--- src/rtl/pdua_bus_bridge.sv ---
// Registered RAM / multi-channel peripheral bridge for the PDUA data bus.
// One transaction at a time; a stalled peripheral is cut off after TIMEOUT cycles.
module pdua_bus_bridge #(
  parameter int DATA_WIDTH = 8,
  parameter int ADDR_WIDTH = 8,
  parameter int N_PER      = 4,
  parameter int TIMEOUT    = 15
) (
  input  logic                        clk,
  input  logic                        rst,
  input  logic                        cpu_req,
  input  logic                        cpu_wr_rdn,
  input  logic                        cpu_iom,
  input  logic [ADDR_WIDTH-1:0]       cpu_addr,
  input  logic [DATA_WIDTH-1:0]       cpu_wr_data,
  output logic [DATA_WIDTH-1:0]       cpu_rd_data,
  output logic                        cpu_ready,
  output logic                        cpu_err,
  output logic                        ram_wr_en,
  output logic [ADDR_WIDTH-1:0]       ram_addr,
  output logic [DATA_WIDTH-1:0]       ram_wr_data,
  input  logic [DATA_WIDTH-1:0]       ram_rd_data,
  output logic [N_PER-1:0]            per_sel,
  output logic                        per_wr_rdn,
  output logic [ADDR_WIDTH-1:0]       per_addr,
  output logic [DATA_WIDTH-1:0]       per_wr_data,
  input  logic [N_PER*DATA_WIDTH-1:0] per_rd_data,
  input  logic [N_PER-1:0]            per_ack
);

  localparam int CH_BITS = $clog2(N_PER);
  localparam int CNT_W   = $clog2(TIMEOUT + 1);

  typedef enum logic [2:0] {
    IDLE     = 3'd0,
    RAM_ACC  = 3'd1,
    RAM_CAP  = 3'd2,
    PER_WAIT = 3'd3,
    RESP     = 3'd4
  } state_t;

  function automatic logic [N_PER-1:0] onehot(input logic [CH_BITS-1:0] idx);
    onehot = {{(N_PER-1){1'b0}}, 1'b1} << idx;
  endfunction

  state_t                  state_r, state_s;
  logic                    wr_rdn_r, wr_rdn_s;
  logic [CH_BITS-1:0]      ch_r, ch_s;
  logic [ADDR_WIDTH-1:0]   addr_r, addr_s;
  logic [DATA_WIDTH-1:0]   wr_data_r, wr_data_s;
  logic [DATA_WIDTH-1:0]   rd_data_r, rd_data_s;
  logic                    ready_r, ready_s;
  logic                    err_r, err_s;
  logic                    ram_we_r, ram_we_s;
  logic [N_PER-1:0]        per_sel_r, per_sel_s;
  logic [CNT_W-1:0]        cnt_r, cnt_s;
  logic [CNT_W-1:0]        cnt_inc_s;

  // Next-state and next-value logic for every register of the bridge.
  always_comb begin
    state_s   = state_r;
    wr_rdn_s  = wr_rdn_r;
    ch_s      = ch_r;
    addr_s    = addr_r;
    wr_data_s = wr_data_r;
    rd_data_s = rd_data_r;
    ready_s   = 1'b0;
    err_s     = 1'b0;
    ram_we_s  = 1'b0;
    per_sel_s = '0;
    cnt_s     = cnt_r;
    // Saturating increment: the count reaching TIMEOUT marks the last wait cycle.
    if (cnt_r == CNT_W'(TIMEOUT)) begin
      cnt_inc_s = cnt_r;
    end else begin
      cnt_inc_s = cnt_r + CNT_W'(1);
    end

    case (state_r)
      IDLE: begin
        if (cpu_req) begin
          wr_rdn_s  = cpu_wr_rdn;
          addr_s    = cpu_addr;
          wr_data_s = cpu_wr_data;
          ch_s      = cpu_addr[ADDR_WIDTH-1 -: CH_BITS];
          cnt_s     = '0;
          if (cpu_iom) begin
            state_s   = PER_WAIT;
            per_sel_s = onehot(ch_s);
          end else begin
            state_s  = RAM_ACC;
            ram_we_s = cpu_wr_rdn;
          end
        end else begin
          state_s = IDLE;
        end
      end
      RAM_ACC: begin
        state_s = RAM_CAP;
      end
      RAM_CAP: begin
        if (!wr_rdn_r) begin
          rd_data_s = ram_rd_data;
        end else begin
          rd_data_s = rd_data_r;
        end
        ready_s = 1'b1;
        state_s = RESP;
      end
      PER_WAIT: begin
        cnt_s = cnt_inc_s;
        if (per_ack[ch_r]) begin
          if (!wr_rdn_r) begin
            rd_data_s = per_rd_data[int'(ch_r)*DATA_WIDTH +: DATA_WIDTH];
          end else begin
            rd_data_s = rd_data_r;
          end
          ready_s = 1'b1;
          state_s = RESP;
        end else if (cnt_inc_s == CNT_W'(TIMEOUT)) begin
          rd_data_s = '1;
          ready_s   = 1'b1;
          err_s     = 1'b1;
          state_s   = RESP;
        end else begin
          per_sel_s = per_sel_r;
          state_s   = PER_WAIT;
        end
      end
      RESP: begin
        state_s = IDLE;
      end
      default: begin
        state_s = IDLE;
      end
    endcase
  end

  // State and registered-output update with synchronous active-low reset.
  always_ff @(posedge clk) begin
    if (!rst) begin
      state_r   <= IDLE;
      wr_rdn_r  <= 1'b0;
      ch_r      <= '0;
      addr_r    <= '0;
      wr_data_r <= '0;
      rd_data_r <= '0;
      ready_r   <= 1'b0;
      err_r     <= 1'b0;
      ram_we_r  <= 1'b0;
      per_sel_r <= '0;
      cnt_r     <= '0;
    end else begin
      state_r   <= state_s;
      wr_rdn_r  <= wr_rdn_s;
      ch_r      <= ch_s;
      addr_r    <= addr_s;
      wr_data_r <= wr_data_s;
      rd_data_r <= rd_data_s;
      ready_r   <= ready_s;
      err_r     <= err_s;
      ram_we_r  <= ram_we_s;
      per_sel_r <= per_sel_s;
      cnt_r     <= cnt_s;
    end
  end

  assign cpu_rd_data = rd_data_r;
  assign cpu_ready   = ready_r;
  assign cpu_err     = err_r;
  assign ram_wr_en   = ram_we_r;
  assign ram_addr    = addr_r;
  assign ram_wr_data = wr_data_r;
  assign per_sel     = per_sel_r;
  assign per_wr_rdn  = wr_rdn_r;
  assign per_addr    = addr_r;
  assign per_wr_data = wr_data_r;

endmodule

--- config.mk ---
export PLATFORM = sky130hd
export DESIGN_NAME = pdua_bus_bridge
export DESIGN_NICKNAME = d
export VERILOG_FILES = /design/src/rtl/pdua_bus_bridge.sv
export SDC_FILE = /design/constraint.sdc
export NUM_CORES = 1
export LEC_CHECK = 0
export BUFFER_PORTS_ARGS = -buffer_cell sky130_fd_sc_hd__buf_2
export CAP_MARGIN = 20
export CELL_PAD_IN_SITES_DETAIL_PLACEMENT = 1
export CELL_PAD_IN_SITES_GLOBAL_PLACEMENT = 2
export CORE_MARGIN = 8
export CORE_UTILIZATION = 22
export DETAILED_ROUTE_END_ITERATION = 8
export PLACE_DENSITY_LB_ADDON = 0.3
export SLEW_MARGIN = 20
export SYNTH_ARGS = -nofsm -noshare
export SYNTH_HDL_FRONTEND = slang
export SYNTH_SLANG_ARGS = --single-unit
export TNS_END_PERCENT = 50
--- constraint.sdc ---
create_clock -name clk -period 2 [get_ports clk]
set_clock_uncertainty 0.15 [all_clocks]
set_input_delay 0.4 -clock clk [delete_from_list [all_inputs] [get_ports clk]]
set_output_delay 0.4 -clock clk [all_outputs]
set_load 0.005 [all_outputs]
==> flow_summary.json, run 1 <==
{
  "status": "finished clean",
  "cellLeakagePower_nw": 1.28,
  "worstRegToRegCells": 6,
  "post_cts_hold_buffer_count": 0,
  "cts_tree": "yes",
  "hold_viol_final": 0,
  "place_inst": 464,
  "netSwitchingFraction_pct": 25.8,
  "critPathKind": "flip-flop to flip-flop",
  "drtIter0Drc": 24,
  "p_switching_w": 0.000534,
  "ant_nets": 0,
  "cp-end-kind": "flip-flop",
  "antenna_found_initial": 0,
  "maxSlewHeadroom_pct": 71.5,
  "die_area_sq_um": 12900,
  "gp_congestion": 0.674,
  "maxCapViolations": 0,
  "arrival_ps": 1940,
  "overflow": 0,
  "firstDrtPassIters": 4,
  "cts_root_buf": "clkbuf_8",
  "ys.flop_type": "dfxtp_1",
  "h-tree-depth": 2,
  "hold_depth": 3,
  "fillerInstances": 1157,
  "seqPwrFrac_pct": 41.5,
  "routed_wl_um": 7120,
  "period_needed_ps": 1870,
  "core.rowCount": 35,
  "cts.sinks": 39,
  "clk_path_buf_depth": 2,
  "power_frac_comb_pct": 19.8,
  "min_period_over_period_pct": 93.6,
  "dpl_worst_slack_ps": -130,
  "dp_hpwl_um": 5780,
  "viasPerCell": 4.45,
  "hold_path_startpoint": "cpu_wr_rdn",
  "core_area_sq_um": 9240,
  "grt_start_max_net_pins": 24,
  "vias": 2104,
  "layout.cells.non_filler": 473,
  "critical-path-slowest-cell": "dfxtp_1",
  "hp-class": "input pin to flip-flop",
  "netlist_instances": 237,
  "yosys-top-cells-area": "dfxtp_1, mux2i_1, nand2_1, a21boi_0, buf_4",
  "numCtsBuffers": 5,
  "first_global_vias": 2418,
  "grt_pass1_wl_um": 12000,
  "ys_ff_latch": 39,
  "die_w_um": 113,
  "clk_pin_slew_worst_paths_ps": 90,
  "r2r_end": "cpu_rd_data[1]",
  "ys_seq_area_share_pct": 37.3,
  "avgSynthCellArea_sq_um": 8.82,
  "ios": 113,
  "synth_top_area_share_pct": 37.3,
  "synth_largest_area_cell": "dfxtp_1",
  "r2r_slack_ps": 130,
  "postSynth.asyncResetShare_pct": 0,
  "power_frac_clock_pct": 38.7,
  "diodes": 0,
  "crit_family": "compound AO/OA/AOI/OAI gates",
  "area_delta_synth_final_pct": 40.5,
  "start_kind": "flip-flop",
  "crit_chain": "ha_1 > and4bb_2 > o31ai_4 > o32ai_4 > buf_12 > mux2i_1",
  "yosys.cell_count.top_type": "nand2_1",
  "worst_slack_ps": 129,
  "synth_common_cells": "nand2_1, dfxtp_1, mux2i_1, nand3_1, a21boi_0",
  "min_to": "ram_wr_en",
  "final_max_slew_viol_count": 0,
  "drc_errors": 0,
  "num-nets-final": 409,
  "wl_per_cell_um": 15.1,
  "yosysWarnings": 0,
  "critPathBufInv": 1,
  "setup_viol": 0,
  "numPortBuffers": 112,
  "initial_core_util_pct": 22.6,
  "tightest_slew_ps": 428,
  "required_ps": 2070,
  "drive_gt1_share_pct": 43.3,
  "synth_area_sq_um": 2090,
  "track_usage_pct": 11.4,
  "p_per_area_nw_per_um2": 703,
  "syn_nets": 303,
  "p_int_w": 0.00153,
  "fp.dieH_um": 113,
  "synth-edff-count": 0,
  "cp_max_fo": 8,
  "rsz0062_at_grt": "no",
  "synth_cell_type_count": 36,
  "fmax_ghz": 0.534,
  "peakVddDrop_uv": 282,
  "clk_latency_ps": 300,
  "crit_path_max_incr_delay_ps": 340,
  "worstReg2RegStart": "cnt_r[1]"
}
==> kinds of logic after synthesis <==
group	share of synthesized area, %
AO/OA/AOI/OAI	16.1
adder cells (fa/ha/maj)	0.598
buffers and inverters	8.74
flip-flops	37.3
multiplexers	13.6
AND/OR/NAND/NOR	23.6
==> power by group through the flow <==
stage               clock network (W)  logic, W  registers, W
floorplan                           0  0.000220      0.000876
global placement                    0  0.000411      0.000875
detailed placement                  0  0.000414      0.000877
CTS                          0.000826  0.000424      0.000859
global route                 0.000861  0.000461      0.000867
finish                       0.000798  0.000408      0.000858
==> cells in the final DEF (no fill, tap or decap), types with 2 or more instances in the layout <==
cell       netlist  routed
nand3_1         22      22
bufinv_16        0       2
nand3b_1         2       2
and3_1           2       2
buf_2            2     112
nand2_1         48      48
nor2_1           4       4
mux2_2           2       2
a21boi_0        21      21
clkbuf_8         0       5
a21oi_1          6       6
mux2i_1         24      24
nand4b_1         2       2
and4bb_2         3       3
dfxtp_1         39      39
nor3_1           3       3
buf_12           0       2
o2111ai_1        8       8
buf_4           16      16
==> layer usage <==
layer / up-vias / global-route usage [%] / routed length, um
met5: - / 0 / 0
met2: 63 / 19.9 / 3500
met4: 0 / 2.66 / 55
li1: 1046 / - / -
met3: 7 / 3.80 / 497
met1: 988 / 13.2 / 3070
==> worst reg2reg max path, delay by kind of cell, from the launching register on <==
kind | cells | cell delay, ps
compound gates | 2 | 390
fa+ha+maj | 1 | 310
buf+inv | 1 | 170
flops | 1 | 340
mux | 1 | 190
simple gates | 1 | 260
==> what timing repair did <==
| action | CTS | global route |
|---|---|---|
| buffers inserted | 1 | 0 |
| setup endpoints to repair | 8 | 0 |
| hold endpoints to repair | 0 | 0 |
| resized for setup | 0 | 0 |
==> through the flow <==
| stage | util (%) | area, sq um | TNS (ps) | hold slack (ps) | total power, W |
|---|---|---|---|---|---|
| floorplan | - | 2090 | 0 | 301 | 0.00110 |
| global placement | 30.1 | 2780 | -449 | 292 | 0.00129 |
| detailed placement | 30.1 | 2780 | -780 | 301 | 0.00129 |
| CTS | 31.8 | 2940 | 0 | 159 | 0.00211 |
| global route | 31.8 | 2940 | 0 | 168 | 0.00219 |
| finish | 31.8 | 2940 | 0 | 168 | 0.00206 |
==> area by class of cell <==
type / instances / area (sq um) / share of cell area (%)
multi-input combinational: 166 / 1130 / 38.6
sequential: 39 / 781 / 26.6
timing repair buffer: 130 / 721 / 24.5
tap: 129 / 161 / 5.50
clock buffer: 5 / 68.8 / 2.34
clock inverter: 3 / 67.6 / 2.30
inverter: 1 / 3.75 / 0.128
==> worst max path at each step <==
stage / cells after the start / slack [ps] / startpoint / endpoint
finish: 6 / 130 / cnt_r[1] / cpu_rd_data[1]
global route: 6 / 4 / cnt_r[1] / cpu_rd_data[1]
detailed placement: 4 / -130 / per_ack[3] / cpu_rd_data[1]
CTS: 6 / 110 / cnt_r[1] / cpu_rd_data[1]
global placement: 4 / -60 / per_ack[3] / cpu_rd_data[7]
floorplan: 5 / 40 / cnt_r[0] / cpu_rd_data[0]
==> flip-flops by register name (all words and copies together), names as in the netlist <==
| register | count |
|---|---|
| per_addr | 6 |
| ram_wr_en | 1 |
| per_sel | 4 |
| ch_r | 2 |
| cpu_ready | 1 |
| cnt_r | 4 |
| state_r | 3 |
| cpu_err | 1 |
| per_wr_rdn | 1 |
| per_wr_data | 8 |
| cpu_rd_data | 8 |
Power figures use the tool's default switching activity.
==> run 2, diff against run 1 <==
Settings changed: BUFFER_PORTS_ARGS -buffer_cell sky130_fd_sc_hd__buf_2 to not set, CORE_UTILIZATION 22 to 25, DONT_BUFFER_PORTS set to 1.
==> flow_summary.json, run 2 (synthesized netlist as in run 1, its figures left out) <==
{
  "dpl_worst_slack_ps": -13.6,
  "cts_tree": "yes",
  "required_ps": 2020,
  "area_delta_synth_final_pct": 7.30,
  "die_w_um": 107,
  "antenna_found_initial": 0,
  "firstDrtPassIters": 4,
  "viasPerCell": 5.03,
  "critPathBufInv": 1,
  "crit_family": "compound AO/OA/AOI/OAI gates",
  "crit_chain": "ha_1 > and4bb_2 > o31ai_4 > o32ai_4 > buf_12 > mux2i_1",
  "power_frac_comb_pct": 14.5,
  "setup_viol": 0,
  "maxSlewHeadroom_pct": 74.8,
  "fp.dieH_um": 107,
  "ant_nets": 0,
  "numPortBuffers": 0,
  "hp-class": "input pin to flip-flop",
  "cp_max_fo": 8,
  "routed_wl_um": 6250,
  "post_dp_cell_area_sq_um": 2130,
  "cellLeakagePower_nw": 0.723,
  "core.rowCount": 33,
  "drtIter0Drc": 53,
  "arrival_ps": 1920,
  "cts_root_buf": "clkbuf_8",
  "status": "finished clean",
  "track_usage_pct": 10.7,
  "cts.sinks": 39,
  "critical-path-slowest-cell": "dfxtp_1",
  "worst_slack_ps": 100,
  "fillerInstances": 961,
  "dp_hpwl_um": 4750,
  "total_power_w": 0.00164,
  "core_area_sq_um": 8180,
  "post_cts_hold_buffer_count": 0,
  "final_util_pct": 27.4,
  "layout_common_cells": "nand2_1, dfxtp_1, mux2i_1",
  "numCtsBuffers": 5,
  "overflow": 0,
  "ios": 113,
  "period_needed_ps": 1900,
  "drive_gt1_share_pct": 13.7,
  "hold_viol_final": 0,
  "crit_path_max_incr_delay_ps": 340,
  "final_max_slew_viol_count": 0,
  "design_area_sq_um": 2240,
  "p_switching_w": 0.000469,
  "num-nets-final": 291,
  "place_inst": 322,
  "power_frac_clock_pct": 32.4,
  "diodes": 0,
  "seqPwrFrac_pct": 53.1,
  "critPathKind": "flip-flop to flip-flop",
  "wl_per_cell_um": 18.9,
  "fmax_ghz": 0.526,
  "p_per_area_nw_per_um2": 733,
  "rsz0062_at_grt": "no",
  "grt_pass1_wl_um": 9870,
  "min_period_over_period_pct": 95.0,
  "gp_congestion": 0.750,
  "netSwitchingFraction_pct": 28.5,
  "final_common_cell": "nand2_1",
  "vias": 1664,
  "first_global_vias": 1821,
  "tightest_slew_ps": 377,
  "h-tree-depth": 2,
  "p_int_w": 0.00118,
  "r2r_slack_ps": 100,
  "peakVddDrop_uv": 248,
  "maxCapViolations": 0,
  "clk_pin_slew_worst_paths_ps": 80,
  "clk_path_buf_depth": 2,
  "initial_core_util_pct": 25.6,
  "die_area_sq_um": 11500,
  "clk_latency_ps": 290,
  "grt_start_max_net_pins": 44,
  "start_kind": "flip-flop",
  "drc_errors": 0,
  "cp-end-kind": "flip-flop",
  "layout.cells.non_filler": 331
}
## run 2: per-layer routing
layer	global-route usage [%]	vias to the layer above	routed length, um
li1	-	813	-
met4	3.57	0	61
met1	13.1	795	2740
met2	17.3	54	3050
met3	3.17	2	393
met5	0	-	0
## run 2: power groups by stage
stage	Sequential [W]	Clock (W)	Combinational, W
global route	0.000885	0.000594	0.000264
detailed placement	0.000897	0	0.000234
floorplan	0.000876	0	0.000220
global placement	0.000895	0	0.000231
CTS	0.000878	0.000555	0.000243
finish	0.000874	0.000532	0.000238
## run 2: metrics by stage
step	setup TNS, ps	hold slack [ps]
2_1_floorplan	0	301
6_report	0	28.5
4_1_cts	0	14.5
3_5_place_dp	-16.6	331
5_1_grt	0	11.3
3_3_place_gp	0	326
## run 2: final cells by class
| cell class | instances | area, sq um | share of cell area (%) |
|---|---|---|---|
| tap | 105 | 131 | 5.86 |
| timing repair buffer | 12 | 106 | 4.74 |
| sequential | 39 | 781 | 34.8 |
| clock buffer | 6 | 72.6 | 3.23 |
| multi-input combinational | 166 | 1140 | 50.6 |
| inverter | 1 | 3.75 | 0.167 |
| clock inverter | 2 | 12.5 | 0.558 |
## run 2: final timing paths
| path | from | to | depth (start not counted) |
|---|---|---|---|
| min reg2reg | cpu_rd_data[5] | cpu_rd_data[5] | 2 |
| min | cpu_iom | ram_wr_en | 1 |
| max | cnt_r[1] | cpu_rd_data[6] | 6 |
| max reg2reg | cnt_r[1] | cpu_rd_data[6] | 6 |
## run 2: repair_timing
item,4_1_cts,5_1_grt
setup buffers,1,0
resized for setup,0,2
setup endpoints to repair,8,10
pin swaps,1,0
==> run 3, diff against run 2 <==
Settings changed: CORE_UTILIZATION 25 to 30.
==> flow_summary.json, run 3 (synthesized netlist as in run 1, its figures left out) <==
{
  "area_delta_synth_final_pct": 5.27,
  "status": "finished clean",
  "layout.cells.non_filler": 305,
  "antenna_found_initial": 0,
  "ios": 113,
  "whs_ps": 21.0,
  "die_area_sq_um": 9900,
  "period_needed_ps": 1870,
  "dpl_worst_slack_ps": -86.2,
  "drtIter0Drc": 85,
  "gp_congestion": 0.718,
  "peakVddDrop_uv": 240,
  "initial_core_util_pct": 30.9,
  "hp-class": "input pin to flip-flop",
  "clk_pin_slew_worst_paths_ps": 80,
  "grt_pass1_wl_um": 9700,
  "cp-end-kind": "flip-flop",
  "setup_viol": 0,
  "viasPerCell": 5.34,
  "clk_path_buf_depth": 2,
  "dp_hpwl_um": 4650,
  "tightest_slew_ps": 331,
  "cts.sinks": 39,
  "final_max_slew_viol_count": 0,
  "total_power_w": 0.00165,
  "numPortBuffers": 0,
  "maxSlewHeadroom_pct": 77.9,
  "layout_common_cells": "nand2_1, dfxtp_1, mux2i_1",
  "die_w_um": 99.5,
  "first_global_vias": 1789,
  "clk_latency_ps": 290,
  "grt_start_max_net_pins": 44,
  "track_usage_pct": 12.4,
  "hold_viol_final": 0,
  "fillerInstances": 802,
  "core_area_sq_um": 6760,
  "h-tree-depth": 2,
  "core.rowCount": 30,
  "maxCapViolations": 0,
  "firstDrtPassIters": 2,
  "wl_per_cell_um": 20.3,
  "required_ps": 2020,
  "routed_wl_um": 6190,
  "drc_errors": 0,
  "fp.dieH_um": 99.5,
  "design_area_sq_um": 2200,
  "vias": 1628,
  "num-nets-final": 290,
  "rsz0062_at_grt": "no",
  "p_per_area_nw_per_um2": 748,
  "ant_nets": 0,
  "min_period_over_period_pct": 93.3,
  "start_kind": "flip-flop",
  "post_cts_hold_buffer_count": 0,
  "place_inst": 296,
  "critPathKind": "flip-flop to flip-flop",
  "overflow": 0,
  "fmax_ghz": 0.536,
  "diodes": 0,
  "post_dp_cell_area_sq_um": 2090,
  "cellLeakagePower_nw": 0.716,
  "arrival_ps": 1890,
  "worst_slack_ps": 134,
  "cp_max_fo": 8,
  "final_common_cell": "nand2_1",
  "cts_tree": "yes",
  "drive_gt1_share_pct": 13.3,
  "numCtsBuffers": 5,
  "cts_root_buf": "clkbuf_8"
}
run 3: final cells by class:
class                           instances  area, sq um  share of cell area, %
Multi-Input combinational cell        166         1140                   51.6
Sequential cell                        39          781                   35.5
Tap cell                               80          100                   4.55
Timing Repair Buffer                   11         95.1                   4.32
Clock buffer                            6         72.6                   3.30
Clock inverter                          2         12.5                  0.569
Inverter                                1         3.75                  0.171
run 3: what timing repair did:
action,4_1_cts,5_1_grt
gates cloned,0,0
setup endpoints to repair,8,8
buffers inserted,1,0
pin swaps,1,0
resized for setup,0,1
run 3: worst paths after layout:
kind                  startpoint             end  slack [ps]  depth (start not counted)
setup / recovery        cnt_r[0]  cpu_rd_data[5]         130                          6
hold / removal           cpu_iom       ram_wr_en          20                          1
setup reg to reg        cnt_r[0]  cpu_rd_data[5]         130                          6
hold reg to reg   cpu_rd_data[1]  cpu_rd_data[1]         340                          2
run 3: metrics by stage:
| step | TNS, ps | util, % |
|---|---|---|
| global placement | -150 | 31.0 |
| global route | 0 | 32.6 |
| floorplan | 0 | - |
| finish | 0 | 32.6 |
| detailed placement | -583 | 31.0 |
| CTS | 0 | 32.5 |
run 3: critical path: stages, from the launching register on:
cell      delay, ps
dfxtp_1         320
ha_1            320
and4bb_2        250
o31ai_4         300
o32ai_4         120
buf_12          160
mux2i_1         120
run 3: metal layers:
layer | part of all wire (%) | vias to the layer above | track usage [%]
met1 | 41 | 770 | 13.8
met4 | 1.6 | 0 | 4.89
met5 | 0 | - | 0
met2 | 50 | 43 | 20.8
met3 | 6.8 | 6 | 4.68
li1 | - | 809 | -
run 3: power by group:
| part | internal [W] | total (W) | switching, W |
|---|---|---|---|
| clock | 0.000244 | 0.000534 | 0.000290 |
| sequential | 0.000823 | 0.000875 | 0.0000527 |
| combinational | 0.000108 | 0.000238 | 0.000130 |
